File: src/rtl/uart_pkg.sv
// Shared UART definitions: receiver FSM states, data width and bit timing helper.
package uart_pkg;

    // Data bits per frame; the transmit side uses the same value.
    localparam int unsigned UART_DATA_BITS = 8;

    // Receiver FSM states.
    typedef enum logic [2:0] {
        StIdle,
        StStart,
        StData,
        StStop,
        StWaitIdle
    } uart_rx_state_t;

    // System clocks per serial bit. Callers must check that the division is exact.
    function automatic int unsigned clks_per_bit(input int unsigned clockfrq,
                                                 input int unsigned baudrate);
        return clockfrq / baudrate;
    endfunction

endpackage

File: src/rtl/sync_2ff.sv
// Two-flop synchronizer for a single asynchronous input bit.
module sync_2ff #(
    parameter logic ResetValue = 1'b1
) (
    input  logic clk,
    input  logic rst_n,
    input  logic d,
    output logic q
);

    logic meta_q;

    // Two back-to-back flops; both preset to the line's idle level during reset.
    always_ff @(posedge clk or negedge rst_n) begin
        if (!rst_n) begin
            meta_q <= ResetValue;
            q      <= ResetValue;
        end else begin
            meta_q <= d;
            q      <= meta_q;
        end
    end

endmodule

File: src/rtl/uart_rx_sampler.sv
// 8N1 UART receiver: centre-samples each bit, flags bad stop bits and decodes one command byte.
module uart_rx_sampler
    import uart_pkg::*;
#(
    parameter int unsigned CLOCKFRQ = 12000000,
    parameter int unsigned BAUDRATE = 3000000,
    parameter logic [7:0]  CMD_BYTE = 8'h72
) (
    input  logic       clk,
    input  logic       rst_n,
    input  logic       rx,
    output logic [7:0] rx_byte,
    output logic       received,
    output logic       recv_error,
    output logic       cmd_hit,
    output logic       is_receiving
);

    localparam int unsigned CLKS_PER_BIT = clks_per_bit(CLOCKFRQ, BAUDRATE);
    localparam int unsigned HALF         = CLKS_PER_BIT / 2;
    localparam int unsigned CNT_W        = $clog2(CLKS_PER_BIT);

    localparam logic [CNT_W-1:0] CNT_HALF = CNT_W'(HALF - 1);
    localparam logic [CNT_W-1:0] CNT_FULL = CNT_W'(CLKS_PER_BIT - 1);
    localparam logic [2:0]       LAST_BIT = 3'(UART_DATA_BITS - 1);

    // Bit timing must be an exact, reasonably oversampled ratio.
    if (CLKS_PER_BIT < 4 || CLKS_PER_BIT * BAUDRATE != CLOCKFRQ) begin : g_bad_timing
        $fatal(1, "uart_rx_sampler: CLOCKFRQ/BAUDRATE must be an exact integer >= 4");
    end

    logic                      rx_s;
    logic                      rx_d_q;
    logic [1:0]                flush_q;
    logic                      armed;
    uart_rx_state_t            state_q, state_d;
    logic [CNT_W-1:0]          cnt_q, cnt_d;
    logic [2:0]                bit_idx_q, bit_idx_d;
    logic [UART_DATA_BITS-1:0] shift_q, shift_d;
    logic [7:0]                rx_byte_q, rx_byte_d;
    logic                      received_q, received_d;
    logic                      recv_error_q, recv_error_d;
    logic                      cmd_hit_q, cmd_hit_d;
    logic                      cnt_zero;

    sync_2ff #(
        .ResetValue(1'b1)
    ) u_sync (
        .clk  (clk),
        .rst_n(rst_n),
        .d    (rx),
        .q    (rx_s)
    );

    // Previous synchronized sample for falling-edge detection, plus a flush counter that
    // stays below 3 until rx_s and rx_d both hold real line samples rather than reset presets.
    // Without it a line stuck low across reset release would look like a fresh start edge.
    always_ff @(posedge clk or negedge rst_n) begin
        if (!rst_n) begin
            rx_d_q  <= 1'b1;
            flush_q <= 2'd0;
        end else begin
            rx_d_q <= rx_s;
            if (flush_q != 2'd3) begin
                flush_q <= flush_q + 2'd1;
            end
        end
    end

    assign armed    = (flush_q == 2'd3);
    assign cnt_zero = (cnt_q == '0);

    // FSM state, timing counters, data shift register and registered output pulses.
    always_ff @(posedge clk or negedge rst_n) begin
        if (!rst_n) begin
            state_q      <= StIdle;
            cnt_q        <= '0;
            bit_idx_q    <= '0;
            shift_q      <= '0;
            rx_byte_q    <= '0;
            received_q   <= 1'b0;
            recv_error_q <= 1'b0;
            cmd_hit_q    <= 1'b0;
        end else begin
            state_q      <= state_d;
            cnt_q        <= cnt_d;
            bit_idx_q    <= bit_idx_d;
            shift_q      <= shift_d;
            rx_byte_q    <= rx_byte_d;
            received_q   <= received_d;
            recv_error_q <= recv_error_d;
            cmd_hit_q    <= cmd_hit_d;
        end
    end

    // Next-state logic: half-bit delay to the start-bit centre, then one full bit per sample.
    always_comb begin
        state_d      = state_q;
        cnt_d        = cnt_q;
        bit_idx_d    = bit_idx_q;
        shift_d      = shift_q;
        rx_byte_d    = rx_byte_q;
        received_d   = 1'b0;
        recv_error_d = 1'b0;
        cmd_hit_d    = 1'b0;

        unique case (state_q)
            StIdle: begin
                if (armed && rx_d_q && !rx_s) begin
                    cnt_d   = CNT_HALF;
                    state_d = StStart;
                end
            end

            StStart: begin
                if (!cnt_zero) begin
                    cnt_d = cnt_q - CNT_W'(1);
                end else if (!rx_s) begin
                    cnt_d     = CNT_FULL;
                    bit_idx_d = '0;
                    state_d   = StData;
                end else begin
                    // Start bit gone by its centre: treat as a glitch.
                    state_d = StIdle;
                end
            end

            StData: begin
                if (!cnt_zero) begin
                    cnt_d = cnt_q - CNT_W'(1);
                end else begin
                    shift_d = {rx_s, shift_q[UART_DATA_BITS-1:1]};
                    cnt_d   = CNT_FULL;
                    if (bit_idx_q == LAST_BIT) begin
                        state_d = StStop;
                    end else begin
                        bit_idx_d = bit_idx_q + 3'd1;
                    end
                end
            end

            StStop: begin
                if (!cnt_zero) begin
                    cnt_d = cnt_q - CNT_W'(1);
                end else if (rx_s) begin
                    rx_byte_d  = shift_q;
                    received_d = 1'b1;
                    cmd_hit_d  = (shift_q == CMD_BYTE);
                    state_d    = StIdle;
                end else begin
                    // Bad stop bit: keep the last good byte, wait for the line to recover.
                    recv_error_d = 1'b1;
                    state_d      = StWaitIdle;
                end
            end

            StWaitIdle: begin
                if (rx_s) begin
                    state_d = StIdle;
                end
            end

            default: begin
                state_d = StIdle;
            end
        endcase
    end

    assign rx_byte      = rx_byte_q;
    assign received     = received_q;
    assign recv_error   = recv_error_q;
    assign cmd_hit      = cmd_hit_q;
    assign is_receiving = (state_q == StStart) || (state_q == StData) || (state_q == StStop);

endmodule
File: config.mk
export PLATFORM = sky130hd
export DESIGN_NAME = uart_rx_sampler
export DESIGN_NICKNAME = d
export VERILOG_FILES = /design/src/rtl/uart_pkg.sv /design/src/rtl/sync_2ff.sv /design/src/rtl/uart_rx_sampler.sv
export SDC_FILE = /design/constraint.sdc
export NUM_CORES = 1
export LEC_CHECK = 0
export CAP_MARGIN = 15
export CORE_ASPECT_RATIO = 0.6
export CORE_UTILIZATION = 25
export CTS_CLUSTER_DIAMETER = 80
export DETAILED_ROUTE_END_ITERATION = 16
export PLACE_DENSITY = 0.41
export SYNTH_ARGS = -nofsm -noshare
export SYNTH_HDL_FRONTEND = slang
export SYNTH_SLANG_ARGS = --single-unit
export TNS_END_PERCENT = 50
File: constraint.sdc
create_clock -name clk -period 2.9 [get_ports clk]
set_clock_uncertainty 0.15 [all_clocks]
set_input_delay 0.725 -clock clk [delete_from_list [all_inputs] [get_ports clk]]
set_output_delay 0.725 -clock clk [all_outputs]
set_load 0.01 [all_outputs]
==> flow_summary.json, run 1 <==
{
  "outcome": "finished, final reports clean",
  "core.rowCount": 20,
  "final_area_um2": 1750,
  "routed_via_density": 4.26,
  "number_of_global_route_vias_before_repair": 840,
  "r2r_end": "shift_q[5]",
  "dieHeight_um": 60.4,
  "synth_largest_type_area_fraction_pct": 51.1,
  "post_route_cells_drive_above_1_share_pct": 27.9,
  "detail-route-antenna-nets": 0,
  "routed_wire_length_um": 2310,
  "critical_path_peak_fanout": 13,
  "max-clock-path-buffers": 2,
  "final.period_utilization_pct": 88.2,
  "setup_viol": 0,
  "die_area_um2": 5990,
  "final_core_util_pct": 33.2,
  "ios": 15,
  "power.leakage_nw": 0.807,
  "grt_first_pass_wirelength_um": 4120,
  "dp_hpwl_um": 1580,
  "antenna_cells": 0,
  "start_kind": "flip-flop",
  "synthesis.yosys.warnings": 0,
  "max_cap_viol_count": 0,
  "vdd_ir_drop_max_mv": 0.324,
  "r2r_start": "cnt_q[0]",
  "global_route.overflow_total": 0,
  "clkLatencyLatePin_ns": 0.28,
  "cell_breakdown_of_the_critical_path": "nor2_1, nor2_1, clkdlybuf4s50_1",
  "die_width_um": 99.3,
  "wl_per_cell_um": 12.3,
  "drcViolationCount": 0,
  "critical-path-max-stage-delay_ns": 0.58,
  "nets": 128,
  "min_path_cells": 0,
  "synth_cells": 103,
  "crit_path_top_delay_cell": "sky130_fd_sc_hd__dfrtp_1",
  "worst_ep_arrival_time_ns": 1.68,
  "numCtsBuffers": 5,
  "timing_worst_setup_path_type": "flip-flop to output pin",
  "netlist-cell-type-count": 31,
  "final-hold-violation-count": 0,
  "cts-hold-fix-buffers": 0,
  "placed_instance_area_um2": 1620,
  "tightestPinTransition_ns": 0.523,
  "seq_area_frac_synth_pct": 56.7,
  "worst_ep_required_time_ns": 2.03,
  "clock_tree.htree_level_count": 2,
  "cts-resized-gates": 0,
  "synth.avg_cell_area_um2": 13.8,
  "tritoncts_num_sinks": 32,
  "syn2layout_area_growth_pct": 23.1,
  "yosys-top-cells-area": "sky130_fd_sc_hd__dfrtp_1 51%, sky130_fd_sc_hd__mux2_2 8.7%, sky130_fd_sc_hd__mux2_4 8.5%",
  "tns_ns": 0,
  "rsz0062_at_grt": "false",
  "critPathCaptureType": "output pin",
  "worst_hold_path_type": "flip-flop to flip-flop",
  "power_density_nw_per_um2": 815,
  "yosys_register_bits": 32,
  "post-synth-top-area-cell": "sky130_fd_sc_hd__dfrtp_1",
  "synth_fp_nets": 110,
  "vias": 801,
  "floorplan.core_area_um2": 5260,
  "place.port_buffers": 14,
  "tritoncts": "built",
  "path_clk_slew_ns": 0.07,
  "synth.top_cells.by_count": "29 x sky130_fd_sc_hd__dfrtp_1, 11 x sky130_fd_sc_hd__mux2_2, 8 x sky130_fd_sc_hd__mux2_4",
  "slew_headroom_pct": 65.1,
  "syn-cell-area_um2": 1420,
  "asyncSetResetFlopFracSynth_pct": 100,
  "maxClockFrequency_mhz": 391,
  "finalMaxSlewViolations": 0,
  "ff2ff_setup_slack_ns": 0.81,
  "finalCriticalPeriod_ns": 2.56,
  "number_of_enable_type_register_cells_in_the_synthesized_netlist": 0,
  "crit_end": "is_receiving",
  "yosys.cell_count.top_type": "sky130_fd_sc_hd__dfrtp_1",
  "antenna_violations_before_repair": 0,
  "grt_use_total_pct": 9.25,
  "grt_max_degree": 33,
  "crit_top_cell": "sky130_fd_sc_hd__nor2_1",
  "ys.flop_type": "sky130_fd_sc_hd__dfrtp_1",
  "drtPass1Iterations": 2,
  "gp_congestion": 0.787,
  "worst_setup_path_startpoint": "state_q[1]",
  "cts_setup_buffers": 0,
  "worst-r2r-cell-count": 5,
  "cts.root.buffer_cell": "sky130_fd_sc_hd__clkbuf_8",
  "starting_drt_drc_count": 26,
  "floorplan.initialDensity_pct": 27.0
}
per-layer routing:
layer | track usage [%] | part of all wire (%)
met1 | 12.8 | 54
met5 | 0 | 0
met3 | 2.88 | 3.9
met4 | 4.41 | 1.2
met2 | 13.4 | 41
cells in the final DEF (no fill, tap or decap), types with 2 or more instances in the layout:
master / instances
sky130_fd_sc_hd__clkbuf_8: 7
sky130_fd_sc_hd__clkdlybuf4s50_1: 14
sky130_fd_sc_hd__dfrtp_1: 29
sky130_fd_sc_hd__dfstp_2: 3
sky130_fd_sc_hd__ha_1: 4
sky130_fd_sc_hd__inv_1: 6
sky130_fd_sc_hd__mux2_2: 11
sky130_fd_sc_hd__mux2_4: 8
sky130_fd_sc_hd__mux2i_1: 3
sky130_fd_sc_hd__nand2_1: 5
sky130_fd_sc_hd__nor2_1: 6
sky130_fd_sc_hd__nor2b_1: 2
sky130_fd_sc_hd__nor3b_1: 3
sky130_fd_sc_hd__nor4bb_1: 2
sky130_fd_sc_hd__o21ai_0: 2
cells by family (layout without fill, tap and decap cells):
logic type	Yosys count	after routing	synth area share, %
AND/OR/NAND/NOR	26	26	12.2
flip-flops	32	32	56.7
XOR/XNOR	1	1	0.617
buffers and inverters	10	29	3.62
multiplexers	22	22	19.3
adder cells (fa/ha/maj)	4	4	3.53
AO/OA/AOI/OAI	8	8	4.06
sequential cells by signal (all words and copies together), names as in the netlist:
register	cells
rx_byte	8
shift_q	8
bit_idx_q	3
state_q	3
cnt_q	2
flush_q	2
cmd_hit	1
received	1
recv_error	1
rx_d_q	1
u_sync.meta_q	1
u_sync.q	1
worst min path at each step:
stage | start | to | slack [ns]
CTS | u_sync.meta_q | u_sync.q | 0.21
detailed placement | u_sync.meta_q | u_sync.q | 0.20
finish | u_sync.meta_q | u_sync.q | 0.21
floorplan | u_sync.meta_q | u_sync.q | 0.20
global route | u_sync.meta_q | u_sync.q | 0.21
global placement | u_sync.meta_q | u_sync.q | 0.20
critical path: cells and delay by family (launching register included):
kind / cells / cell delay, ns
buffers and inverters: 1 / 0.54
flip-flops: 1 / 0.58
AND/OR/NAND/NOR: 2 / 0.27
cell type report:
type                    count  area, um^2
inverters                   6        22.5
clock buffers               7        96.3
repair buffers             15         148
flip-flops and latches     32         805
well taps                  66        82.6
fillers                   526        3510
multi-input cells          61         563
clock inverters             1        30.0
through the flow:
step	hold WS (ns)	setup WS, ns	cells	power, mW
after floorplan	0.195	1.16	103	0.871
after global placement	0.196	0.686	180	0.962
after detailed placement	0.198	0.661	180	0.967
after CTS	0.209	0.343	188	1.45
after global routing	0.210	0.217	188	1.51
final	0.207	0.342	188	1.42
report_power, final:
| group | internal [mW] | leakage [nW] | switching, mW | total [mW] |
|---|---|---|---|---|
| Clock | 0.303 | 0.0645 | 0.162 | 0.465 |
| Sequential | 0.523 | 0.414 | 0.0907 | 0.614 |
| Combinational | 0.203 | 0.328 | 0.142 | 0.345 |
| Total | 1.03 | 0.807 | 0.394 | 1.42 |
(Power assumes the default switching activity.)
==> inputs of run 2 (changes only) <==
- SYNTH_HIERARCHICAL: unset -> 1
==> run 2 against run 1 <==
Sequential cell count did not move. Die area down 3.0%. Via count is 2.2% higher. Combinational power rose by 2%. Worst hold slack worse by 0.00088 ns. Sequential power decreased by 0.7%. Critical path depth is the same. Setup slack got worse by 0.014 ns. Final area decreased by 1.9%. Global-route usage is 0.47 points higher. Final cell count is 1.6% higher.
==> flow_summary.json, run 2 <==
{
  "synthXorXnorAreaFrac_pct": 0.637,
  "yosys.cell_count.top_type": "sky130_fd_sc_hd__dfrtp_1",
  "layout_commonest_cell": "sky130_fd_sc_hd__dfrtp_1",
  "finalCriticalPeriod_ns": 2.57,
  "die_width_um": 97.7,
  "final.period_utilization_pct": 88.7,
  "tns_ns": 0,
  "grt_max_degree": 33,
  "timing_worst_setup_path_type": "flip-flop to output pin",
  "synth.avg_cell_area_um2": 13.0,
  "hold_path_startpoint": "u_sync/meta_q",
  "ios": 15,
  "dieHeight_um": 59.4,
  "worst_setup_path_startpoint": "state_q[0]",
  "drtPass1Iterations": 4,
  "timing.final.ws_setup_ns": 0.328,
  "synth_top_family_by_area": "multiplexers",
  "synthesis.yosys.warnings": 6,
  "routed_via_density": 4.29,
  "maxClockFrequency_mhz": 389,
  "post-synth-top-area-cell": "sky130_fd_sc_hd__dfrtp_1",
  "worst_ep_required_time_ns": 2.03,
  "cts.root.buffer_cell": "sky130_fd_sc_hd__clkbuf_8",
  "synth_cells": 106,
  "ys.flop_type": "sky130_fd_sc_hd__dfrtp_1",
  "clkLatencyLatePin_ns": 0.28,
  "synth-compound-area-share_pct": 2.64,
  "post_synth_and_or_nand_nor_area_fraction_pct": 11.9,
  "cts_setup_buffers": 0,
  "synth.top_cells.by_count": "29 x sky130_fd_sc_hd__dfrtp_1, 20 x sky130_fd_sc_hd__mux2_2, 7 x sky130_fd_sc_hd__nand2_1",
  "critPathCaptureType": "output pin",
  "numCtsBuffers": 5,
  "number_of_enable_type_register_cells_in_the_synthesized_netlist": 0,
  "place.port_buffers": 14,
  "power_density_nw_per_um2": 837,
  "placed_cells_incl_taps": 183,
  "gp_congestion": 0.710,
  "asyncSetResetFlopFracSynth_pct": 100,
  "nets": 131,
  "die_area_um2": 5810,
  "synth.mux.area_fraction_pct": 19.7,
  "critical_path_peak_fanout": 12,
  "final-hold-violation-count": 0,
  "floorplan.initialDensity_pct": 26.5,
  "cts-hold-fix-buffers": 0,
  "max_cap_viol_count": 0,
  "post_route_cells_drive_above_1_share_pct": 28.0,
  "clock_tree.htree_level_count": 2,
  "slew_headroom_pct": 72.5,
  "power.leakage_nw": 0.801,
  "antenna_violations_before_repair": 0,
  "whs_ns": 0.206,
  "finalMaxSlewViolations": 0,
  "final_area_um2": 1710,
  "syn2layout_area_growth_pct": 24.6,
  "floorplan.core_area_um2": 5180,
  "synth_largest_type_area_fraction_pct": 52.8,
  "outcome": "finished, final reports clean",
  "total_power_mw": 1.43,
  "tightestPinTransition_ns": 0.413,
  "detail-route-antenna-nets": 0,
  "yosys-top-cells-area": "sky130_fd_sc_hd__dfrtp_1 53%, sky130_fd_sc_hd__mux2_2 16%, sky130_fd_sc_hd__dfstp_2 5.7%",
  "synth_fp_nets": 113,
  "yosys_register_bits": 32,
  "path_clk_slew_ns": 0.07,
  "netlist-cell-type-count": 27,
  "layout.cells.most_common_list": "29 x sky130_fd_sc_hd__dfrtp_1, 20 x sky130_fd_sc_hd__mux2_2, 14 x sky130_fd_sc_hd__clkdlybuf4s50_1",
  "core.rowCount": 20,
  "cts-resized-gates": 0,
  "max-clock-path-buffers": 2,
  "pre_cts_slack_ns": 0.644,
  "start_kind": "flip-flop",
  "wl_per_cell_um": 12.7,
  "placed_instance_area_um2": 1590,
  "setup_viol": 0,
  "tritoncts_num_sinks": 32,
  "drcViolationCount": 0,
  "seq_area_frac_synth_pct": 58.5,
  "antenna_cells": 0,
  "grt_use_total_pct": 9.72,
  "starting_drt_drc_count": 20,
  "synth-adder-area-share_pct": 3.64,
  "worst_ep_arrival_time_ns": 1.70,
  "final_core_util_pct": 33.1,
  "dp_hpwl_um": 1610,
  "vias": 819,
  "routed_wire_length_um": 2430,
  "syn-cell-area_um2": 1380,
  "r2r_start": "bit_idx_q[0]",
  "instances_no_fill": 191,
  "rsz0062_at_grt": "false",
  "grt_first_pass_wirelength_um": 4040,
  "worst_hold_path_type": "flip-flop to flip-flop",
  "vdd_ir_drop_max_mv": 0.305,
  "number_of_global_route_vias_before_repair": 815,
  "tritoncts": "built",
  "global_route.overflow_total": 0
}
-- run 2: path summary, 6_finish.rpt --
path,end,slack (ns),cells after the start
max,is_receiving,0.33,3
min,u_sync/q,0.21,0
max reg2reg,bit_idx_q[0],0.84,6
min reg2reg,u_sync/q,0.21,0
max in group asynchronous,u_sync/meta_q,1.58,2
min in group asynchronous,cnt_q[1],0.68,2
-- run 2: cell families (layout without fill, tap and decap cells) --
logic type | count (synthesis) | count (layout)
buf+inv | 10 | 29
flops | 32 | 32
xor+xnor | 1 | 1
mux | 24 | 24
compound gates | 6 | 6
simple gates | 29 | 29
fa+ha+maj | 4 | 4
-- run 2: worst max-delay path, cell delays in order (launching register included) --
cell,delay [ns]
sky130_fd_sc_hd__dfrtp_1,0.57
sky130_fd_sc_hd__nor2_1,0.17
sky130_fd_sc_hd__nor2_1,0.12
sky130_fd_sc_hd__clkdlybuf4s50_1,0.55
-- run 2: final cells by class --
cell class,instances,area (um^2)
clock buffer,7,96.3
clock inverter,1,30.0
fill,503,3470
inverter,6,22.5
multi-input combinational,64,529
sequential,32,805
tap,66,82.6
timing repair buffer,15,148
-- run 2: power by group --
group	internal [mW]	switching, mW	total, mW	leakage, nW
clock network	0.303	0.169	0.472	0.0645
registers	0.525	0.0856	0.610	0.415
logic	0.197	0.153	0.351	0.322
total	1.03	0.408	1.43	0.801
-- run 2: metal layers --
layer  track usage, %  wire [um]
met5                0          0
met4             5.19         34
met3             4.60        116
met2             13.4       1020
met1             12.6       1260
==> edit: new RTL, settings of run 1 <==
Encoding of `uart_rx_state_t`: now one-hot (5 bits for 5 states).
--- a/src/rtl/uart_pkg.sv
+++ b/src/rtl/uart_pkg.sv
@@ -7,8 +7,8 @@
     // Receiver FSM states.
-    typedef enum logic [2:0] {
-        StIdle,
-        StStart,
-        StData,
-        StStop,
-        StWaitIdle
+    typedef enum logic [4:0] {
+        StIdle     = 5'b00001,
+        StStart    = 5'b00010,
+        StData     = 5'b00100,
+        StStop     = 5'b01000,
+        StWaitIdle = 5'b10000
     } uart_rx_state_t;
Behaviour: same outputs for any inputs over 10 cycles, from zero or initial values and one cycle with rst_n low; not proved beyond that.
==> edit against run 1 <==
- area after synthesis is 13% higher
- worst setup slack worse by 0.20 ns
- sequential cell count up 2
- via count up 22%
- wire length up 29%
- design area grew 9.3%
- power is 6.9% lower
- critical path type unchanged
- highest routed layer unchanged
==> edit: results (changes against run 1) <==
Synthesis
  – Distinct cells, synth: 39 (was 31)
  – Post-synthesis mux area share: 14.9% (was 19.3%)
  – Synth area leaders: dfrtp_1 (47%), mux2_2 (13%), dfstp_2 (6.6%), ha_1 (3.1%), buf_6 (2.1%) (was dfrtp_1 (51%), mux2_2 (8.7%), mux2_4 (8.5%), dfstp_2 (5.6%), ha_1 (3.5%))
  – Seq/Total Area, Yosys: 53.4% (was 56.7%)
  – Mean post-synth cell area: 13.0 µm² (was 13.8 µm²)
  – Mapped Cells: 123 (was 103)
  – Most frequent cells after synthesis: dfrtp_1 (30), mux2_2 (19), nand2_1 (6), nor2_1 (6) (was dfrtp_1 (29), mux2_2 (11), mux2_4 (8))

Critical path
  – Crit Path Max Fanout: 10 (was 13)
  – Slowest cell on crit path: clkdlybuf4s50_1 (was dfrtp_1)
  – Crit path max-delay family: buffers and inverters (was flip-flops)
  – R2R cell count: 6 (was 5)
  – Worst path max stage delay: 0.54 ns (was 0.58 ns)
  – Critical Path AT: 1.89 ns (was 1.68 ns)

Pwr
  – Power in sequential cells: 0.000624 W (was 0.000614 W)
  – Power per cell area: 695 nW/µm² (was 815 nW/µm²)
  – Static Leak: 0.844 nW (was 0.807 nW)
  – Comb pwr share: 26.1% (was 24.2%)
  – Max IR drop VDD: 157 µV (was 324 µV)

Final layout
  – Clock network area share: 4.78% (was 7.23%)
  – Multi-input combinational area share: 36.0% (was 32.2%)
  – Filler instances: 618 (was 526)
  – Layout non-clock buf frac: 7.73% (was 8.45%)
  – Storage cell area: 860 µm² (was 805 µm²)
  – Fraction of layout cells with a size suffix above 1: 32.6% (was 27.9%)

Drt
  – Total wire length: 2990 µm (was 2310 µm)
  – WL/cell: 13.3 µm (was 12.3 µm)
  – Met3 wire length: 131 µm (was 91 µm)
  – Via count: 976 (was 801)
  – Met2 WL: 1280 µm (was 945 µm)

Placed design
  – Place WS: 0.377 ns (was 0.661 ns)
  – Placed cells: 217 (was 180)
  – Final HPWL DP: 2150 µm (was 1580 µm)
  – Placed Area: 1810 µm² (was 1620 µm²)

GRT
  – Met3 Resource Use GR: 3.57% (was 2.88%)
  – Vias in the first global route: 996 (was 840)
  – GR Util met1: 13.5% (was 12.8%)
  – GRT Resource Usage Total: 10.0% (was 9.25%)
  – First-pass GRT wire length: 5080 µm (was 4120 µm)
  – Largest net degree at the start of global routing: 35 (was 33)
  – Met2 global-route usage: 14.4% (was 13.4%)

Outcome
  – Status: complete, no violations (unchanged)

STA
  – Slew headroom: 71.6% (was 65.1%)
==> edit: final timing paths <==
check                                         startpoint                       end  slack [ns]
worst max-delay path              state_q[2]$_DFFE_PN0P_              is_receiving        0.14
worst min-delay path             u_sync.meta_q$_DFF_PN1_        u_sync.q$_DFF_PN1_        0.21
worst max register to register  bit_idx_q[0]$_DFFE_PN0P_  bit_idx_q[0]$_DFFE_PN0P_        0.96
worst min register to register   u_sync.meta_q$_DFF_PN1_        u_sync.q$_DFF_PN1_        0.21
max in group asynchronous                          rst_n   u_sync.meta_q$_DFF_PN1_        1.56
min in group asynchronous                          rst_n      cnt_q[0]$_DFFE_PN0P_        0.70
==> edit: kinds of logic (layout without fill, tap and decap cells) <==
group | after synthesis | in the layout
AO/OA/AOI/OAI | 13 | 13
AND/OR/NAND/NOR | 39 | 39
XOR/XNOR | 2 | 2
adder cells (fa/ha/maj) | 4 | 4
multiplexers | 21 | 21
buffers and inverters | 10 | 28
flip-flops | 34 | 34
